**src/rtl/sha2_xl_feeder.sv**
```systemverilog
// Sequencer for the sha2_xl core: loads the message length, packs input words into
// 16-word blocks, runs each block and reads the digest back as one wide word.
module sha2_xl_feeder #(
    parameter int unsigned WIDTH      = 32,
    parameter int unsigned MAX_H      = 8,
    parameter int unsigned BLOCK_SIZE = 16 * WIDTH
) (
    input  logic                     clk,
    input  logic                     rst,
    input  logic                     msg_start,
    input  logic [2*WIDTH-1:0]       msg_len,
    output logic                     busy,
    input  logic [WIDTH-1:0]         in_data,
    input  logic                     in_valid,
    output logic                     in_ready,
    output logic [3:0]               core_control,
    output logic [4:0]               core_ad_in,
    output logic [WIDTH-1:0]         core_data_in,
    output logic [4:0]               core_ad_out,
    input  logic [WIDTH-1:0]         core_data_out,
    input  logic                     core_end_op,
    output logic [MAX_H*WIDTH-1:0]   dig_out,
    output logic                     dig_valid
);

    localparam int unsigned LW = 2 * WIDTH;
    localparam int unsigned SW = $clog2(WIDTH);
    localparam int unsigned BW = $clog2(BLOCK_SIZE);
    localparam int unsigned RW = $clog2(MAX_H + 1);

    localparam logic [3:0] C_IDLE  = 4'b0000;
    localparam logic [3:0] C_RST   = 4'b0001;
    localparam logic [3:0] C_LEN   = 4'b1000;
    localparam logic [3:0] C_LOAD  = 4'b0010;
    localparam logic [3:0] C_START = 4'b0100;

    typedef enum logic [2:0] {
        S_IDLE, S_CRST, S_LEN, S_LOAD_A, S_LOAD_D, S_START, S_READ, S_DONE
    } state_t;

    state_t                  state, state_n;
    logic [LW-1:0]           len_q, n_words, n_block, consumed, consumed_n, blk, blk_n;
    logic [SW-1:0]           rem_q;
    logic [2:0]              cnt, cnt_n;
    logic [3:0]              widx, widx_n;
    logic [RW-1:0]           rd_idx, rd_n;
    logic [3:0]              ctrl_n;
    logic [4:0]              ad_in_n, ad_out_n;
    logic [WIDTH-1:0]        data_in_n;
    logic                    in_ready_n, busy_n, dig_valid_n;
    logic [MAX_H*WIDTH-1:0]  dig_n;

    logic                    take_c, words_left_c, last_c;
    logic [LW:0]             words_sum_c, blk_sum_c;
    logic [LW-1:0]           blk_inc_c;
    logic [WIDTH-1:0]        ones_c, word_c;
    logic [31:0]             dig_sel_c;

    // Length-derived counts, sized one bit wider so the additions cannot overflow
    assign take_c       = (state == S_IDLE) && msg_start;
    assign words_sum_c  = {1'b0, msg_len} + (LW+1)'(WIDTH - 1);
    assign blk_sum_c    = {1'b0, msg_len} + (LW+1)'(2 * WIDTH);
    assign words_left_c = consumed < n_words;
    assign last_c       = consumed == (n_words - LW'(1));
    assign blk_inc_c    = blk + LW'(1);
    assign ones_c       = '1;
    assign word_c       = (last_c && (rem_q != '0)) ? (in_data & ~(ones_c >> rem_q)) : in_data;
    assign dig_sel_c    = 32'(MAX_H - 1) - 32'(rd_idx);

    always_ff @(posedge clk or posedge rst) begin
        if (rst) begin
            len_q   <= '0;
            n_words <= '0;
            n_block <= '0;
            rem_q   <= '0;
        end else if (take_c) begin
            len_q   <= msg_len;
            n_words <= LW'(words_sum_c >> SW);
            n_block <= LW'(blk_sum_c >> BW) + LW'(1);
            rem_q   <= msg_len[SW-1:0];
        end
    end

    always_ff @(posedge clk or posedge rst) begin
        if (rst) begin
            state        <= S_IDLE;
            core_control <= '0;
            core_ad_in   <= '0;
            core_data_in <= '0;
            core_ad_out  <= '0;
            in_ready     <= 1'b0;
            busy         <= 1'b0;
            dig_valid    <= 1'b0;
            dig_out      <= '0;
            cnt          <= '0;
            widx         <= '0;
            blk          <= '0;
            consumed     <= '0;
            rd_idx       <= '0;
        end else begin
            state        <= state_n;
            core_control <= ctrl_n;
            core_ad_in   <= ad_in_n;
            core_data_in <= data_in_n;
            core_ad_out  <= ad_out_n;
            in_ready     <= in_ready_n;
            busy         <= busy_n;
            dig_valid    <= dig_valid_n;
            dig_out      <= dig_n;
            cnt          <= cnt_n;
            widx         <= widx_n;
            blk          <= blk_n;
            consumed     <= consumed_n;
            rd_idx       <= rd_n;
        end
    end

    // Outputs are computed for the state being entered, so they line up with it
    always_comb begin
        state_n     = state;
        ctrl_n      = core_control;
        ad_in_n     = core_ad_in;
        data_in_n   = core_data_in;
        ad_out_n    = core_ad_out;
        in_ready_n  = 1'b0;
        busy_n      = busy;
        dig_valid_n = 1'b0;
        dig_n       = dig_out;
        cnt_n       = cnt;
        widx_n      = widx;
        blk_n       = blk;
        consumed_n  = consumed;
        rd_n        = rd_idx;
        case (state)
            S_IDLE: begin
                ctrl_n = C_IDLE;
                if (msg_start) begin
                    state_n    = S_CRST;
                    ctrl_n     = C_RST;
                    busy_n     = 1'b1;
                    cnt_n      = '0;
                    consumed_n = '0;
                    blk_n      = '0;
                end
            end
            S_CRST: begin
                if (cnt == 3'd1) begin
                    state_n = S_LEN;
                    ctrl_n  = C_LEN;
                    ad_in_n = '0;
                    cnt_n   = '0;
                end else begin
                    cnt_n = cnt + 3'd1;
                end
            end
            S_LEN: begin
                cnt_n = cnt + 3'd1;
                case (cnt)
                    3'd0: data_in_n = len_q[LW-1:WIDTH];
                    3'd1: ad_in_n = 5'd1;
                    3'd2: data_in_n = len_q[WIDTH-1:0];
                    3'd4: begin
                        state_n    = S_LOAD_A;
                        ctrl_n     = C_LOAD;
                        ad_in_n    = '0;
                        widx_n     = '0;
                        blk_n      = '0;
                        cnt_n      = '0;
                        in_ready_n = words_left_c;
                    end
                    default: ;
                endcase
            end
            S_LOAD_A: begin
                if (words_left_c) begin
                    if (in_valid) begin
                        data_in_n  = word_c;
                        consumed_n = consumed + LW'(1);
                        state_n    = S_LOAD_D;
                    end else begin
                        in_ready_n = 1'b1;
                    end
                end else begin
                    data_in_n = '0;
                    state_n   = S_LOAD_D;
                end
            end
            S_LOAD_D: begin
                if (widx == 4'd15) begin
                    state_n = S_START;
                    ctrl_n  = C_START;
                end else begin
                    widx_n     = widx + 4'd1;
                    ad_in_n    = {1'b0, widx + 4'd1};
                    state_n    = S_LOAD_A;
                    in_ready_n = words_left_c;
                end
            end
            S_START: begin
                if (core_end_op) begin
                    blk_n = blk_inc_c;
                    if (blk_inc_c < n_block) begin
                        state_n    = S_LOAD_A;
                        ctrl_n     = C_LOAD;
                        widx_n     = '0;
                        ad_in_n    = '0;
                        in_ready_n = words_left_c;
                    end else begin
                        state_n  = S_READ;
                        ctrl_n   = C_IDLE;
                        ad_out_n = '0;
                        rd_n     = '0;
                        cnt_n    = '0;
                    end
                end
            end
            S_READ: begin
                // Address in one cycle, capture the read data in the next
                if (cnt == 3'd0) begin
                    cnt_n = 3'd1;
                end else begin
                    dig_n[dig_sel_c*WIDTH +: WIDTH] = core_data_out;
                    cnt_n = '0;
                    if (rd_idx == RW'(MAX_H - 1)) begin
                        state_n     = S_DONE;
                        dig_valid_n = 1'b1;
                        busy_n      = 1'b0;
                        ctrl_n      = C_IDLE;
                    end else begin
                        rd_n     = rd_idx + RW'(1);
                        ad_out_n = 5'(rd_idx + RW'(1));
                    end
                end
            end
            S_DONE: state_n = S_IDLE;
            default: state_n = S_IDLE;
        endcase
    end

endmodule

```
**config.mk**
```make
export PLATFORM = sky130hd
export DESIGN_NAME = sha2_xl_feeder
export DESIGN_NICKNAME = d
export VERILOG_FILES = /design/src/rtl/sha2_xl_feeder.sv
export SDC_FILE = /design/constraint.sdc
export NUM_CORES = 2
export LEC_CHECK = 0
export ABC_AREA = 1
export CAP_MARGIN = 20
export CORE_UTILIZATION = 52
export DETAILED_ROUTE_END_ITERATION = 6
export GPL_TIMING_DRIVEN = 0
export PLACE_DENSITY = 0.79
export SYNTH_ARGS = -nofsm -noshare
export SYNTH_HDL_FRONTEND = slang
export SYNTH_SLANG_ARGS = --single-unit
```
**constraint.sdc**
```tcl
create_clock -name clk -period 61.2 [get_ports clk]
set_input_delay 12.24 -clock clk [delete_from_list [all_inputs] [get_ports clk]]
set_output_delay 12.24 -clock clk [all_outputs]
set_load 0.03 [all_outputs]
```
==> out/metrics.csv <==
stage;metric;value;unit
cts;h-tree-depth;3;
cts;clock_latency;670;ps
cts;clock_path_buffers;3;
timing;finalCritPeriodShare;0.2548;
timing;finalHoldViolCount;0;
cts;clk_pin_slew_worst_paths;60;ps
cts;cts_resized;0;
worst_setup_path;cp_data_arrival_time;16130;ps
worst_setup_path;cp_max_fo;6;
outcome;outcome;finished clean;
route;drt_iter0_drc;6272;
timing;fin_worst_skew;50.85;ps
grt;grt_pass1_wl;270700;um
route;avgRoutedWirePerCell;25.21;um
synthesis;syn_avg_cell_area;6.983;um^2
grt;grt_max_degree;127;
hold_path;min_path_type;flop to flop;
synthesis;ys_seq_area_frac;0.3820;
place;placement.io_buffers;432;
synthesis;synth-seq-cells;623;
timing;fin_crit;15590;ps
worst_setup_path;cp_slowest_cell;clkdlybuf4s50_1;
timing;worst_slew_pin_slew;1342;ps
synthesis;synth_edf_count;0;
route;routed_wl;188000;um
die;coreArea;0.07759;mm^2
route;drc_errors;0;
die;die-area;0.07960;mm^2
worst_setup_path;max_stage_delay;760;ps
timing;fmax;64.14;MHz
route;dr.pass1.iters;7;
worst_setup_path;crit_required;61740;ps
cts;cts_root_buf;clkbuf_16;
worst_setup_path;crit_top_cell;nand2_1;
synthesis;synth_cell_types;60;
finish;layout_common_cells;nand2_1 (1512), nor2_1 (748), inv_1 (681);
timing;slew_violations;0;
place;gp_congestion;1.111;
worst_setup_path;end_kind;flop;
finish;final-instance-count-excl-fill;7458;
cts;cts_made_buffers;74;
worst_setup_path;critical_path_class;primary input to flop;
grt;antenna_found_initial;7;
power;powerDensity;36.53;mW/mm^2
route;postRouteAntennaNets;0;
finish;syn2layout_area_growth;20.62;%
synthesis;syn_inst;5844;
die;die_x;282.1;um
cts;post-cts-setup-buffer-count;0;
route;vias;44670;
grt;grt_use_total;0.4650;
finish;fillers;7137;
synthesis;synthArstFlopShare;1.000;
grt;grt-ovfl-total;0;
worst_setup_path;critical-path-top-delay-family;simple AND/OR/NAND/NOR gates;
synthesis;synth_top_flop_cell;dfrtp_1;
route;vias_per_cell;5.990;
die;io_pins;438;
timing;finalSetupViolCount;0;
cts;holdBufCountCts;0;
die;initial_core_util;0.5259;
cts;clkSinkCount;623;
timing;rsz0062_at_grt;no;
synthesis;syn_nets;6113;
die;rows;102;
finish;nets;6629;
finish;layout-drive-gt1-share;0.04880;
power;ir_drop;0.00003299;V
finish;final_common_cell;nand2_1;
synthesis;synth_area;0.04081;mm^2
worst_setup_path;cp_cell_sequence;clkdlybuf4s50_1 > nand2_4 > nor3_4 > nand3_2 > nor2_2 > nand2_2 > inv_2 > nand2_1 > xor2_1 > nand2_1 > nor2_1 > nand2_1 > nor2_1 > nand3_1 > nand2_1 > nand2_1 > nand2_1 > nand2_1;
place;dp_hpwl;150300;um
grt;grt_pass1_vias;42040;
place;dp_cells;7321;
cts;tritoncts;yes;
synthesis;yosys_warnings;0;
worst_setup_path;worst_setup_path_start_kind;primary input;
worst_setup_path;path_buf_inv;2;
timing;fin_setup_tns;0;ps
run;cap_viol_max_count;0;
power;leakagePower;22.67;nW
timing;slew_headroom;0.09857;
die;die_h;282.1;um
## cells by family after synthesis
logic type | synth area share
muxes | 0.001778
adders and majority gates | 0.04170
AOI/OAI and AO/OA | 0.1080
DFF | 0.3820
other | 0.00009189
xor gates and xnor gates | 0.04936
buffers and inverters | 0.08527
and+or+nand+nor | 0.3317
## final timing paths
check                                 start          end  slack [ps]  cells past startpoint
min in group asynchronous               rst  dig_out[96]       12010                      2
worst max-delay path            msg_len[13]  n_block[37]       45610                     18
worst min register to register  n_block[56]  n_block[56]         480                      2
worst max register to register       blk[0]     in_ready       55970                     22
worst min-delay path            n_block[56]  n_block[56]         480                      2
max in group asynchronous               rst  consumed[5]       47160                      5
## area by class of cell
class,instances,area (um^2),area share
multi-input combinational,4305,21740,0.4417
sequential,623,15590,0.3167
timing repair buffer,440,4492,0.09126
inverter,706,2658,0.05399
clock buffer,96,2085,0.04235
tap,1040,1301,0.02644
buffer,210,829.5,0.01685
clock inverter,34,518.0,0.01052
antenna,4,10.01,0.0002034
## metal layers
metal,track usage,part of all wire
met1,0.6015,0.38
met5,0,0.00028
met4,0.2941,0.077
met3,0.1270,0.12
met2,0.6875,0.42
## worst reg2reg max path, delay by kind of cell, from the launching register on
| family | cells | cell delay, ps |
|---|---|---|
| AND/OR/NAND/NOR | 14 | 2650 |
| adder cells (fa/ha/maj) | 2 | 520 |
| XOR/XNOR | 1 | 330 |
| flip-flops | 1 | 410 |
| buffers and inverters | 1 | 110 |
| AO/OA/AOI/OAI | 4 | 1060 |
## through the flow
stage	util	power (mW)	hold WS [ps]	setup slack, ps	area [um^2]
after global placement	0.5984	1.270	451.1	23800	46430
after CTS	0.6338	1.758	475.8	45790	49180
after global routing	0.6343	1.865	495.3	45480	49220
after detailed placement	0.6003	1.282	461.3	45130	46580
after floorplan	-	0.9835	436.1	31510	40810
final	0.6344	1.798	478.4	45610	49220
## registers in the layout (all words and copies together) (netlist names), 4 cells and up
signal	flops
blk	64
consumed	64
core_ad_in	4
core_ad_out	5
core_control	4
core_data_in	32
dig_out	256
len_q	64
n_block	57
n_words	60
widx	4
## cell usage after synthesis, types with 8 or more instances
master	number	area, um^2
nand2_1	1512	5675
nor2_1	748	2808
inv_1	682	2560
dfrtp_1	623	15590
o21ai_0	508	2542
nand3_1	425	2127
xor2_1	198	1734
clkbuf_1	180	675.7
ha_1	136	1702
nor3_1	134	670.6
a21oi_1	126	630.6
nand4_1	106	663.1
nor2_2	51	319.1
o22ai_1	39	244.0
a31oi_1	32	200.2
nor4_1	24	150.1
nand3b_1	23	172.7
nor2_4	23	259.0
o221ai_1	22	192.7
xnor2_1	22	192.7
inv_2	21	78.83
o21ai_1	20	100.1
nand2_2	19	118.9
buf_2	18	90.09
o211ai_1	17	127.6
o21bai_1	14	105.1
o21a_1	12	90.09
nand3_2	10	100.1
nor3_2	10	100.1
buf_1	9	33.78
o31ai_1	8	60.06
## report_power, final
part	internal [mW]	total [mW]	switching, mW
registers	0.496	0.586	0.0899
clock network	0.281	0.481	0.200
logic	0.210	0.731	0.521
total	0.987	1.80	0.811
(Power assumes the default switching activity.)
